--- src/rtl/piccolo_stream_io.sv ---
// Stream front/back end for the Piccolo-128 core: packs two 32-bit words into a block,
// strobes the core load, waits out the fixed run time and returns the ciphertext as two words.
module piccolo_stream_io #(
   parameter int unsigned CORE_LATENCY = 6
) (
   input  logic        clk,
   input  logic        reset,
   input  logic        in_valid,
   output logic        in_ready,
   input  logic [31:0] in_data,
   output logic        core_reset,
   output logic [0:63] core_plaintext,
   input  logic [0:63] core_ciphertext,
   output logic        out_valid,
   input  logic        out_ready,
   output logic [31:0] out_data,
   output logic        busy
);

   localparam int unsigned CNT_W = $clog2(CORE_LATENCY) + 1;

   typedef enum logic [2:0] {
      S_IN0,
      S_IN1,
      S_LOAD,
      S_RUN,
      S_OUT0,
      S_OUT1
   } state_e;

   state_e             state_q, state_d;
   logic [CNT_W-1:0]   cnt_q, cnt_d;
   logic [0:63]        pt_q, pt_d;
   logic [0:63]        ct_q, ct_d;
   logic               load;

   always_comb begin
      state_d   = state_q;
      cnt_d     = cnt_q;
      pt_d      = pt_q;
      ct_d      = ct_q;
      in_ready  = 1'b0;
      out_valid = 1'b0;
      out_data  = '0;
      load      = 1'b0;

      unique case (state_q)
         S_IN0: begin
            in_ready = 1'b1;
            if (in_valid) begin
               pt_d[0:31] = in_data;
               state_d    = S_IN1;
            end
         end
         S_IN1: begin
            in_ready = 1'b1;
            if (in_valid) begin
               pt_d[32:63] = in_data;
               state_d     = S_LOAD;
            end
         end
         S_LOAD: begin
            load    = 1'b1;
            cnt_d   = CNT_W'(CORE_LATENCY - 1);
            state_d = S_RUN;
         end
         S_RUN: begin
            // Capture lands CORE_LATENCY edges after the load edge.
            if (cnt_q == '0) begin
               ct_d    = core_ciphertext;
               state_d = S_OUT0;
            end else begin
               cnt_d = cnt_q - CNT_W'(1);
            end
         end
         S_OUT0: begin
            out_valid = 1'b1;
            out_data  = ct_q[0:31];
            if (out_ready) state_d = S_OUT1;
         end
         S_OUT1: begin
            out_valid = 1'b1;
            out_data  = ct_q[32:63];
            if (out_ready) state_d = S_IN0;
         end
         default: state_d = S_IN0;
      endcase

      // Reset forces the idle-facing handshake immediately, not one edge later.
      if (reset) begin
         in_ready  = 1'b1;
         out_valid = 1'b0;
         out_data  = '0;
      end
   end

   always_ff @(posedge clk) begin
      if (reset) begin
         state_q <= S_IN0;
         cnt_q   <= '0;
         pt_q    <= '0;
         ct_q    <= '0;
      end else begin
         state_q <= state_d;
         cnt_q   <= cnt_d;
         pt_q    <= pt_d;
         ct_q    <= ct_d;
      end
   end

   assign core_reset     = reset | load;
   assign core_plaintext = pt_q;
   assign busy           = !reset && (state_q != S_IN0);

endmodule

--- config.mk ---
export PLATFORM = sky130hd
export DESIGN_NAME = piccolo_stream_io
export DESIGN_NICKNAME = d
export VERILOG_FILES = /design/src/rtl/piccolo_stream_io.sv
export SDC_FILE = /design/constraint.sdc
export NUM_CORES = 1
export LEC_CHECK = 0
export CAP_MARGIN = 10
export CORE_ASPECT_RATIO = 0.5
export CORE_MARGIN = 3
export CORE_UTILIZATION = 42
export CTS_BUF_LIST = sky130_fd_sc_hd__clkbuf_4 sky130_fd_sc_hd__clkbuf_8
export DETAILED_ROUTE_END_ITERATION = 16
export PLACE_DENSITY = 0.88
export SLEW_MARGIN = 20
export SYNTH_ARGS = -nofsm -noshare
export SYNTH_HDL_FRONTEND = slang
export SYNTH_SLANG_ARGS = --single-unit
--- constraint.sdc ---
create_clock -name clk -period 1.67 [get_ports clk]
set_clock_uncertainty 0.05 [all_clocks]
set_input_delay 0.4175 -clock clk [delete_from_list [all_inputs] [get_ports clk]]
set_output_delay 0.4175 -clock clk [all_outputs]
set_load 0.03 [all_outputs]
==> qor.yml <==
status: "finished, violations left"
violations: "setup timing"
seq_power_share: 0.445
yosys.area_share.simple: 0.2245
start_util: 0.4411
route.detailed.drc: 0
synth_cell_types: 41
syn_inst: 695
area_delta_synth_final_pct: 51.75
max_freq_mhz: 461.8
fin_setup_tns_ps: -18330
p_sw_frac: 0.3184
finalCritPeriodShare: 1.297
power_frac_comb: 0.203
yosysWarnings: 0
wire_per_inst_um: 16.18
dieWidth_um: 171.2
synth_xor_area_frac: 0
use_met2: 0.4022
syn_area_per_cell_um2: 8.245
path_cells: "nor3b_4, buf_4, clkbuf_16, a22oi_1, nor2_2, buf_6"
critical-path-max-stage-delay_ps: 360
use_met3: 0.06381
placedInstanceArea_um2: 8029
maxCapViolCount: 0
drive_gt1_frac: 0.2605
cts_tree: "yes"
first_global_vias: 5566
rsz0062_at_grt: "yes"
cts_buffer_depth: 2
dp_hpwl_mm: 11.04
clockRootBuffer: "clkbuf_8"
cts_inserted_buffers: 17
syn_area_um2: 5730
ioPinCount: 200
fin_crit_ps: 2165
grt_usage: 0.2181
worst_pin_slew_ps: 378.4
viasPerCell: 5.101
setup_violations: 86
drt-initial-drc-count: 262
dieArea_um2: 15170
synth-adder-area-share: 0.004367
hold_path_class: "flip-flop to flip-flop"
busiest_layer: "met2"
dp.cells: 1028
port_buffers: 199
finish.instance_area_um2: 8696
synth_top_family_by_area: "simple AND/OR/NAND/NOR gates"
p_int_w: 0.005356
switchingPower_w: 0.002502
synth_compound_area_frac: 0.1192
drt-pass1-iter-count: 4
clkTransAtPathRegs_ps: 90
cp.required_ps: 1200
overflow: 0
arrival_ps: 1700
syn_nets: 797
vias: 5468
finalHoldViolCount: 0
worst_slack_ps: -495.3
postRouteAntennaNets: 0
worst_path_max_delay_cell: "dfxtp_2"
cts.sinks: 135
ir_drop_v: 0.0005222
cp_max_fo: 8
leakage_nw: 3.223
end_kind: "primary output"
hold_buffers: 0
gp_congestion: 0.7960
critPathKind: "flip-flop to primary output"
max_slew_margin: 0.7477
ys_seq_area_frac: 0.4716
insertion_delay_ps: 410
cts_max_level: 4
p_clk_frac: 0.352
fill_cells: 1012
routed_wl_mm: 17.35
grt_max_degree: 67
final_cells: 1072
cpLargestDelayFamily: "buffers and inverters"
layout.nets: 991
core_area_um2: 12990
num_rows: 29
power_density_nw_per_um2: 903.7
diodes: 0
critPathLaunchType: "flip-flop"
die_h_um: 88.60
grt_pass1_wl_mm: 26.53
synth.area.mux_share: 0.1135
antenna_found_initial: 0
final_max_slew_viol_count: 0
synth_seq_cells: 135
path_buf_inv: 3
use_met1: 0.2478
## final timing paths
kind / start / endpoint / slack [ps] / cells past startpoint
min: core_plaintext[1] / core_plaintext[1] / 410 / 2
max reg2reg: state_q[1] / ct_q[1] / -90 / 5
min reg2reg: core_plaintext[1] / core_plaintext[1] / 410 / 2
max: state_q[2] / out_data[31] / -500 / 6
## per-stage QoR
| stage | hold WS [ps] | util | worst slack [ps] | total power (W) |
|---|---|---|---|---|
| 6_report | 407.4 | 0.6694 | -495.3 | 0.007859 |
| 5_1_grt | 415.1 | 0.6694 | -570.1 | 0.008233 |
| 2_1_floorplan | 384.4 | - | -96.33 | 0.004450 |
| 4_1_cts | 406.8 | 0.6736 | -499.0 | 0.007939 |
| 3_5_place_dp | 396.8 | 0.6181 | -259.7 | 0.005173 |
| 3_3_place_gp | 390.5 | 0.6181 | -226.0 | 0.005131 |
## worst min-delay path, stage by stage, from the launching register on
cell,delay [ps]
dfxtp_1,320
nand2_1,50
a21oi_1,50
## power groups by stage
stage	registers (W)	clock network [W]	logic, W
after detailed placement	0.00357	0	0.00160
final	0.00350	0.00277	0.00159
after global placement	0.00356	0	0.00157
after CTS	0.00350	0.00284	0.00160
after floorplan	0.00380	0	0.000655
after global routing	0.00352	0.00300	0.00172
## registers in the layout (all words and copies together), names as in the netlist
register / cells
cnt_q: 4
core_plaintext: 64
ct_q: 64
state_q: 3
## cell usage after synthesis
library cell	number	area (um2)
a211o_1	1	8.760
a211oi_1	2	15.01
a21bo_2	1	10.01
a21oi_1	66	330.3
a22oi_1	32	240.2
a2bb2oi_1	1	8.760
a311oi_1	1	8.760
a31oi_1	1	6.260
and3_1	1	6.260
and3b_1	1	8.760
and4bb_2	1	12.51
buf_1	2	7.510
buf_12	6	120.1
buf_2	18	90.09
buf_4	4	30.03
clkbuf_1	31	116.4
dfxtp_1	135	2703
ha_1	2	25.02
inv_1	4	15.01
inv_2	1	3.750
mux2i_1	65	650.6
nand2_1	259	972.2
nand2b_1	2	12.51
nand3_1	1	5.000
nand3b_1	1	7.510
nand4bb_1	1	11.26
nor2_1	34	127.6
nor2b_1	3	18.77
nor3_1	3	15.01
nor3b_1	1	7.510
nor3b_2	1	12.51
nor3b_4	1	18.77
nor4_1	1	6.260
nor4b_4	1	23.77
o2111ai_1	1	8.760
o211ai_1	1	7.510
o21a_1	1	7.510
o21ai_0	3	15.01
o31a_1	1	8.760
o31ai_1	1	7.510
or4b_1	2	20.02
## what timing repair did
item / CTS / global route
setup buffers: 2 / 3
hold endpoints to repair: 0 / 0
setup endpoints to repair: 157 / 188
cloned: 4 / 3
pin swaps: 6 / 8
gates resized for setup: 153 / 86
## layout by cell type, fill, tap and decap left out, drive strengths merged, types with 2 or more instances in the layout
cell type and n:
bufbuf 3, a22oi 32, clkinvlp 2, a21oi 66, nor2b 3, mux2i 65, buf 69, ha 2
inv 13, nor2 34, nand2b 2, clkdlybuf4s15 18, nor3b 3, or4b 2, nor3 3, dfxtp 135
nand2 259, clkinv 4, clkdlybuf4s50 98, a211oi 2, o21ai 3, clkbuf 65
## area by class of cell
class / instances / area [um2] / area share
Tap cell: 170 / 212.7 / 0.02446
Clock buffer: 17 / 234.0 / 0.02691
Multi-Input combinational cell: 494 / 2959 / 0.3403
Clock inverter: 15 / 180.2 / 0.02072
Sequential cell: 135 / 2711 / 0.3118
Inverter: 5 / 20.02 / 0.002302
Timing Repair Buffer: 236 / 2379 / 0.2735
## routing by layer
| layer | wire, um | vias up |
|---|---|---|
| li1 | - | 2691 |
| met1 | 7051 | 2602 |
| met2 | 8962 | 155 |
| met3 | 1125 | 20 |
| met4 | 209 | 0 |
| met5 | 0 | - |
## cells by family (layout without fill, tap and decap cells)
logic type	count (synthesis)	after routing
mux	65	65
fa+ha+maj	2	2
compound gates	113	113
simple gates	314	314
flops	135	135
buf+inv	66	273
(Power assumes the default switching activity.)
